### src/rtl/or_reduce_seq.sv
// or_reduce_seq: clocked, streaming successor to the 3-input OR gate.
// Each frame of one or more WIDTH-bit beats is reduced to one result bit
// with a selectable function (OR/AND/XOR and their inversions). One result
// is returned per frame on a valid/ready output stream.
module or_reduce_seq #(
   parameter int WIDTH     = 3,
   parameter int MAX_BEATS = 16,
   parameter int CW        = $clog2(MAX_BEATS + 1)
) (
   input  logic             clk,
   input  logic             rst_n,
   input  logic             in_valid,
   output logic             in_ready,
   input  logic [WIDTH-1:0] a,
   input  logic             in_last,
   input  logic [2:0]       mode,
   output logic             out_valid,
   input  logic             out_ready,
   output logic             s,
   output logic [CW-1:0]    beats,
   output logic             overflow,
   output logic             mode_err
);

   typedef enum logic [1:0] {
      IDLE = 2'd0,
      ACC  = 2'd1,
      HOLD = 2'd2
   } state_t;

   localparam logic [1:0] OP_OR  = 2'd0;
   localparam logic [1:0] OP_AND = 2'd1;
   localparam logic [1:0] OP_XOR = 2'd2;

   state_t          state;
   state_t          state_nxt;
   logic            ready_en;
   logic [2:0]      mode_q;
   logic            acc;
   logic [CW-1:0]   cnt;

   logic [2:0]      eff_mode;
   logic [1:0]      op;
   logic            inv;
   logic            err;
   logic            red;
   logic            acc_nxt;
   logic [CW-1:0]   cnt_nxt;
   logic            at_max;
   logic            close;
   logic            close_ovf;
   logic            accept;
   logic            fire;

   // in_ready stays low through reset and rises on the first clock after it
   assign in_ready  = ready_en && (state != HOLD);
   assign out_valid = (state == HOLD);
   assign accept    = in_valid && in_ready;
   assign fire      = out_valid && out_ready;

   // Decode the function for this beat: the live mode opens a frame, later beats use the latched one
   always_comb begin
      eff_mode = (state == IDLE) ? mode : mode_q;
      op       = OP_OR;
      inv      = 1'b0;
      err      = 1'b0;
      case (eff_mode)
         3'd0: op = OP_OR;
         3'd1: op = OP_AND;
         3'd2: op = OP_XOR;
         3'd3: begin op = OP_OR;  inv = 1'b1; end
         3'd4: begin op = OP_AND; inv = 1'b1; end
         3'd5: begin op = OP_XOR; inv = 1'b1; end
         default: begin op = OP_OR; err = 1'b1; end
      endcase
   end

   // Reduce the beat, fold it into the running accumulator and work out whether the frame closes
   always_comb begin
      case (op)
         OP_AND:  red = &a;
         OP_XOR:  red = ^a;
         default: red = |a;
      endcase
      acc_nxt = red;
      if (state != IDLE) begin
         case (op)
            OP_AND:  acc_nxt = acc & red;
            OP_XOR:  acc_nxt = acc ^ red;
            default: acc_nxt = acc | red;
         endcase
      end
      cnt_nxt   = (state == IDLE) ? CW'(1) : cnt + CW'(1);
      at_max    = (cnt_nxt == CW'(MAX_BEATS));
      close     = in_last || at_max;
      close_ovf = at_max && !in_last;
   end

   // State register
   always_ff @(posedge clk or negedge rst_n) begin
      if (!rst_n) begin
         state <= IDLE;
      end else begin
         state <= state_nxt;
      end
   end

   // Next-state logic: open/extend a frame on accept, release the result on output fire
   always_comb begin
      state_nxt = state;
      case (state)
         IDLE, ACC: begin
            if (accept) begin
               state_nxt = close ? HOLD : ACC;
            end
         end
         HOLD: begin
            if (fire) begin
               state_nxt = IDLE;
            end
         end
         default: state_nxt = IDLE;
      endcase
   end

   // Input-side enable that keeps in_ready low until the first clock out of reset
   always_ff @(posedge clk or negedge rst_n) begin
      if (!rst_n) begin
         ready_en <= 1'b0;
      end else begin
         ready_en <= 1'b1;
      end
   end

   // Accumulator, beat counter and result registers; s and beats persist after the result is taken
   always_ff @(posedge clk or negedge rst_n) begin
      if (!rst_n) begin
         acc      <= 1'b0;
         cnt      <= '0;
         mode_q   <= 3'd0;
         s        <= 1'b0;
         beats    <= '0;
         overflow <= 1'b0;
         mode_err <= 1'b0;
      end else begin
         if (accept) begin
            acc <= acc_nxt;
            cnt <= cnt_nxt;
            if (state == IDLE) begin
               mode_q <= mode;
            end
            if (close) begin
               s        <= acc_nxt ^ inv;
               beats    <= cnt_nxt;
               overflow <= close_ovf;
               mode_err <= err;
            end
         end
         if (fire) begin
            overflow <= 1'b0;
            mode_err <= 1'b0;
         end
      end
   end

endmodule

### config.mk
export PLATFORM = sky130hd
export DESIGN_NAME = or_reduce_seq
export DESIGN_NICKNAME = d
export VERILOG_FILES = /design/src/rtl/or_reduce_seq.sv
export SDC_FILE = /design/constraint.sdc
export NUM_CORES = 1
export LEC_CHECK = 0
export ABC_AREA = 1
export BUFFER_PORTS_ARGS = -buffer_cell sky130_fd_sc_hd__buf_2
export CORE_ASPECT_RATIO = 1.1
export CORE_MARGIN = 5
export CORE_UTILIZATION = 30
export CTS_CLUSTER_SIZE = 25
export DETAILED_ROUTE_END_ITERATION = 8
export PLACE_DENSITY_LB_ADDON = 0.2
export SYNTH_ARGS = -nofsm -noshare
export SYNTH_HDL_FRONTEND = slang
export SYNTH_SLANG_ARGS = --single-unit
### constraint.sdc
create_clock -name clk -period 3.9 [get_ports clk]
set_input_delay 0.39 -clock clk [delete_from_list [all_inputs] [get_ports clk]]
set_output_delay 0.39 -clock clk [all_outputs]
set_load 0.01 [all_outputs]
==> results.sh, run 1 <==
export IMPL_outcome="complete, no violations"
export IMPL_finalNetCount=204
export IMPL_cts_made_buffers=3
export IMPL_clkTransAtPathRegs_ns=0.08
export IMPL_leakagePower_nw=0.794
export IMPL_cts_sinks=20
export IMPL_finalHoldViolCount=0
export IMPL_cts_max_path_buffers=2
export IMPL_cp_max_fo=8
export IMPL_core_rowCount=24
export IMPL_r2r_slack_ns=0.75
export IMPL_path_class="register to register"
export IMPL_drc=0
export IMPL_ir_drop_uv=256
export IMPL_synthDominantCellAreaShare=0.404
export IMPL_num_vias=1044
export IMPL_grt_pass1_wl_um=4350
export IMPL_fin_skew_ns=0.00146
export IMPL_wl_per_cell_um=10.7
export IMPL_cts_tree="done"
export IMPL_cts_root_buf="clkbuf_8"
export IMPL_syn2layout_area_growth_pct=16.5
export IMPL_grt_overflow=0
export IMPL_grt_max_degree=21
export IMPL_final_util=0.361
export IMPL_setup_tns_ns=0
export IMPL_cts_setup_buffers=0
export IMPL_fp_dieH_um=77.4
export IMPL_cp_start_kind="register"
export IMPL_period_needed_ns=3.15
export IMPL_dp_cells=233
export IMPL_wirelength_um=2530
export IMPL_start_util=0.310
export IMPL_dp_hpwl_um=1980
export IMPL_worst_ep_arrival_time_ns=3.31
export IMPL_drv_cap=0
export IMPL_drive_gt1_frac=0.232
export IMPL_gp_congestion=0.761
export IMPL_first_pass_iters=4
export IMPL_dieWidth_um=71.3
export IMPL_drv_slew=0
export IMPL_dieArea_mm2=0.00552
export IMPL_finalSetupViolCount=0
export IMPL_rsz0062_at_grt="no"
export IMPL_synthCells=163
export IMPL_cts_resized=0
export IMPL_syn_num_nets=181
export IMPL_yosysSeqAreaShare=0.404
export IMPL_hp_class="input port to async pin"
export IMPL_grt_pass1_vias=1010
export IMPL_fmax_ghz=0.318
export IMPL_boundaryPins=21
export IMPL_synth_seq_cells=20
export IMPL_final_cell_count_no_fill=237
export IMPL_synth_distinct_cells=23
export IMPL_syn_area_per_cell_um2=7.60
export IMPL_n_antenna_cell=0
export IMPL_drtIter0Drc=37
export IMPL_yosysWarnings=0
export IMPL_clk_latency_ns=0.26
export IMPL_p_per_area_mw_per_mm2=582
export IMPL_end_kind="register"
export IMPL_numPortBuffers=20
export IMPL_hold_buffers=0
export IMPL_crit_required_ns=4.06
export IMPL_antenna_found_initial=0
export IMPL_synth_area_mm2=0.00124
export IMPL_htreeDepth=1
export IMPL_period_share=0.807
export IMPL_gr_usage_all_layers=0.0989
export IMPL_vias_per_cell=4.41
export IMPL_ant_nets=0
export IMPL_synth_largest_area_cell="dfrtp_1"
export IMPL_fp_coreArea_mm2=0.00399
export IMPL_synth_top_cells_by_area="dfrtp_1 (40%), nand2_1 (14%), inv_1 (7.6%)"
## per-layer routing
layer  up-vias  wire length (um)  GRT usage
met1       464              1120      0.113
met5         -                 0          0
li1        553                 -          -
met3         5               120     0.0220
met2        22              1230      0.168
met4         0                59     0.0564
## synth_stat cells (all sizes together)
cell type / number
conb: 1
o211ai: 1
o21bai: 1
nand2: 53
a21oi: 3
dfrtp: 20
nand3: 8
buf: 2
nor3: 1
o21ai: 19
inv: 27
nand4: 5
ha: 7
nor2: 15
## layout by cell type (no fill, tap or decap)
cell type	count
inv_2	2
o21ai_0	13
inv_1	25
nor2_1	8
nand3_2	1
o211ai_1	1
o21ai_1	3
nand3_1	7
o21bai_1	1
nor2_4	2
clkbuf_8	4
a21oi_1	3
ha_1	7
nand4_1	5
buf_2	20
nor2_8	1
conb_1	1
nor3_1	1
nor2_2	4
nand2_1	47
dfrtp_1	20
o21ai_2	3
nand2_2	6
## per-stage QoR
stage | hold slack (ns) | cell area, um2 | setup WS (ns) | total power [mW]
after CTS | 0.0919 | 1440 | 0.757 | 0.851
after global routing | 0.104 | 1440 | 0.385 | 0.924
final | 0.0816 | 1440 | 0.752 | 0.840
after detailed placement | 0.380 | 1390 | 0.781 | 0.687
after global placement | 0.374 | 1390 | 0.829 | 0.670
after floorplan | 0.0944 | 1240 | 1.14 | 0.587
## worst paths after layout
kind / startpoint / to / depth (start not counted)
max in group asynchronous: rst_n / state[1] / 1
min in group clk: in_last / overflow / 4
worst min register to register: beats[4] / beats[4] / 2
worst min-delay path: rst_n / beats[0] / 1
worst max-delay path: state[1] / s / 24
worst max register to register: state[1] / s / 24
## kinds of logic (layout without fill, tap and decap cells)
group           after synthesis  in the layout  synth area share
other cells                   1              1           0.00303
buf+inv                      29             51            0.0949
compound gates               24             24             0.110
simple gates                 82             82             0.317
flops                        20             20             0.404
fa+ha+maj                     7              7            0.0707
## sequential cells by signal, summed over array words and instances (netlist names)
name      count
overflow      1
s             1
beats         5
state         2
acc           1
mode_q        3
ready_en      1
mode_err      1
cnt           5
## cell type report
type	instances	area, um2
Tap cell	52	65.1
Sequential cell	20	500
Clock buffer	4	55.1
Timing Repair Buffer	20	100
Multi-Input combinational cell	114	621
Fill cell	427	2550
Inverter	27	101
## where the power goes
part	switching [mW]	internal (mW)
clock	0.0716	0.0900
combinational	0.241	0.138
sequential	0.0406	0.258
total	0.354	0.486
## worst max-delay path, cell delays in order (launching register included)
cell and delay, ns:
dfrtp_1 0.44, nor2_4 0.32, nand2_1 0.08, o21ai_1 0.20, inv_1 0.12, nor2_1 0.13
inv_1 0.05, o21ai_1 0.10, inv_1 0.06, ha_1 0.27, inv_1 0.07, o21ai_0 0.16
nand2_1 0.09, nand2_1 0.08, inv_1 0.05, ha_1 0.27, nand2_1 0.05, nand2_1 0.06
nand2_1 0.04, o211ai_1 0.09, nand2_1 0.09, nand2_1 0.07, nand2_1 0.05, nand2_1 0.05
nand2_1 0.04
Power figures use the tool's default switching activity.
==> inputs of run 2 (changes only) <==
--- a/config.mk
+++ b/config.mk
@@ -5,7 +5,7 @@
 export SDC_FILE = /design/constraint.sdc
 export NUM_CORES = 1
 export LEC_CHECK = 0
-export ABC_AREA = 1
+export ABC_AREA = 0
 export BUFFER_PORTS_ARGS = -buffer_cell sky130_fd_sc_hd__buf_2
 export CORE_ASPECT_RATIO = 1.1
 export CORE_MARGIN = 5
==> constraint.sdc (replaced) <==
create_clock -name clk -period 3 [get_ports clk]
set_input_delay 0.3 -clock clk [delete_from_list [all_inputs] [get_ports clk]]
set_output_delay 0.3 -clock clk [all_outputs]
set_load 0.01 [all_outputs]
==> results.sh, run 2 <==
export IMPL_boundaryPins=21
export IMPL_outcome="complete, but fails checks"
export IMPL_switching_share=0.354
export IMPL_grt_pass1_vias=1028
export IMPL_setup_tns_ns=-0.0867
export IMPL_p_per_area_mw_per_mm2=816
export IMPL_wirelength_um=2650
export IMPL_synth_top_cells_by_area="dfrtp_1 (43%), ha_1 (7.5%), nand2_1 (4.5%)"
export IMPL_drc=0
export IMPL_gr_usage_all_layers=0.108
export IMPL_ant_nets=0
export IMPL_cts_max_path_buffers=2
export IMPL_antenna_found_initial=0
export IMPL_ir_drop_uv=370
export IMPL_num_vias=981
export IMPL_clkPwrFrac=0.202
export IMPL_synthDominantCellAreaShare=0.427
export IMPL_finalPower_mw=1.33
export IMPL_p_switching_mw=0.472
export IMPL_finalSetupViolCount=2
export IMPL_intPower_mw=0.860
export IMPL_yosysMostFrequentCell="dfrtp_1"
export IMPL_start_util=0.315
export IMPL_first_pass_iters=4
export IMPL_wl_per_cell_um=12.5
export IMPL_ys_async_sr_fraction=1.00
export IMPL_violations="setup timing"
export IMPL_core_rowCount=23
export IMPL_dieWidth_um=69.6
export IMPL_clkTransAtPathRegs_ns=0.08
export IMPL_worst_ep_arrival_time_ns=3.19
export IMPL_synthSimpleGateAreaFrac=0.189
export IMPL_finalHoldViolCount=0
export IMPL_synthAdderAreaFrac=0.0748
export IMPL_hp_class="input port to register"
export IMPL_fp_coreArea_mm2=0.00371
export IMPL_drtIter0Drc=22
export IMPL_fill_cells=376
export IMPL_period_share=1.02
export IMPL_finalNetCount=181
export IMPL_dieArea_mm2=0.00525
export IMPL_syn_num_nets=142
export IMPL_path_class="register to register"
export IMPL_gp_congestion=0.774
export IMPL_synth_edf_count=0
export IMPL_whs_ns=0.238
export IMPL_final_util=0.440
export IMPL_numPortBuffers=20
export IMPL_fin_skew_ns=0.00289
export IMPL_clk_latency_ns=0.26
export IMPL_grt_pass1_wl_um=4510
export IMPL_muxShareOfSynthArea=0.0556
export IMPL_grt_max_degree=21
export IMPL_rsz0062_at_grt="yes"
export IMPL_comb_power_share=0.499
export IMPL_htreeDepth=1
export IMPL_drv_slew=0
export IMPL_synth_top_family_by_area="simple AND/OR/NAND/NOR gates"
export IMPL_dp_hpwl_um=2040
export IMPL_cts_tree="done"
export IMPL_cts_sinks=20
export IMPL_syn_area_per_cell_um2=9.44
export IMPL_drv_cap=0
export IMPL_synthFlopType="dfrtp_1"
export IMPL_leakagePower_nw=0.766
export IMPL_crit_required_ns=3.13
export IMPL_yosysSeqAreaShare=0.427
export IMPL_end_kind="register"
export IMPL_syn2layout_area_growth_pct=39.4
export IMPL_cp_max_fo=5
export IMPL_synth_distinct_cells=36
export IMPL_synth_xor_area_share=0.0299
export IMPL_cts_root_buf="clkbuf_8"
export IMPL_cp_start_kind="register"
export IMPL_synth_largest_area_cell="dfrtp_1"
export IMPL_grt_overflow=0
export IMPL_drive_gt1_frac=0.383
export IMPL_synth_seq_cells=20
export IMPL_seqPwrFrac=0.298
export IMPL_synth_area_mm2=0.00117
export IMPL_cts_made_buffers=3
export IMPL_yosys_top_cells_count="dfrtp_1 (20), nand2_1 (14), inv_1 (10)"
export IMPL_fp_dieH_um=75.5
export IMPL_vias_per_cell=4.63
export IMPL_setup_ws_ns=-0.0575
export IMPL_top_regs="beats x5, cnt x5, mode_q x3"
export IMPL_fmax_ghz=0.327
export IMPL_final_cell_mix="dfrtp_1 (20), buf_2 (20), buf_4 (17)"
export IMPL_yosysWarnings=0
export IMPL_n_antenna_cell=0
export IMPL_synth_compound_area_frac=0.168
export IMPL_period_needed_ns=3.06
export IMPL_synthCells=124
run 2: routing by layer:
layer | GRT usage | vias to the layer above | part of all wire
li1 | - | 503 | -
met2 | 0.220 | 10 | 0.56
met3 | 0.0119 | 2 | 0.024
met1 | 0.111 | 466 | 0.40
met5 | 0 | - | 0
met4 | 0.0521 | 0 | 0.013
run 2: layout make-up:
class | instances | area [um2] | share of cell area
timing repair buffer | 38 | 238 | 0.146
sequential | 20 | 500 | 0.307
inverter | 10 | 37.5 | 0.0230
clock buffer | 3 | 41.3 | 0.0253
clock inverter | 1 | 30.0 | 0.0184
multi-input combinational | 90 | 723 | 0.443
tap | 50 | 62.6 | 0.0383
run 2: through the flow:
step	worst slack (ns)	instances	instance area, um2
6_report	-0.0575	212	1630
5_1_grt	-0.274	212	1630
2_1_floorplan	-0.0515	124	1220
4_1_cts	-0.0686	211	1600
3_5_place_dp	-0.237	202	1450
3_3_place_gp	-0.117	202	1450
run 2: timing repair:
| item | CTS | global route |
|---|---|---|
| endpoints found under the setup margin | 2 | 2 |
| hold endpoints to repair | 1 | 0 |
| buffers inserted | 4 | 1 |
| pin swaps | 9 | 3 |
| resized for setup | 11 | 4 |
| hold buffers | 1 | 0 |
run 2: power groups by stage:
stage / clock network (mW) / logic [mW] / registers [mW]
2_1_floorplan: 0 / 0.345 / 0.405
3_3_place_gp: 0 / 0.532 / 0.399
3_5_place_dp: 0 / 0.541 / 0.403
4_1_cts: 0.276 / 0.617 / 0.398
5_1_grt: 0.286 / 0.744 / 0.407
6_report: 0.270 / 0.665 / 0.397
run 2: worst max-delay path, cell delays in order, from the launching register on:
cell and delay (ns):
dfrtp_1 0.41, nor2_4 0.26, mux2i_4 0.33, nand2b_1 0.11
mux2i_2 0.20, inv_1 0.07, ha_2 0.19, and2_4 0.14
o21ai_4 0.14, and2_4 0.18, ha_4 0.20, a221oi_4 0.26
a211o_1 0.16, inv_2 0.05, o221ai_2 0.12, a31oi_1 0.10
run 2: path summary, 6_finish.rpt:
path / startpoint / end / slack (ns) / depth (start not counted)
min in group asynchronous: rst_n / beats[3] / 0.52 / 2
max reg2reg: state[0] / s / -0.06 / 15
max in group asynchronous: rst_n / state[1] / 2.17 / 2
min: in_last / overflow / 0.24 / 2
max: state[0] / s / -0.06 / 15
min reg2reg: beats[3] / beats[3] / 0.47 / 1
run 2: cells by family (layout without fill, tap and decap cells):
group,after synthesis,count (layout)
compound gates,29,29
mux,6,6
xor+xnor,4,4
simple gates,43,43
buf+inv,14,52
other cells,1,1
fa+ha+maj,7,7
flops,20,20
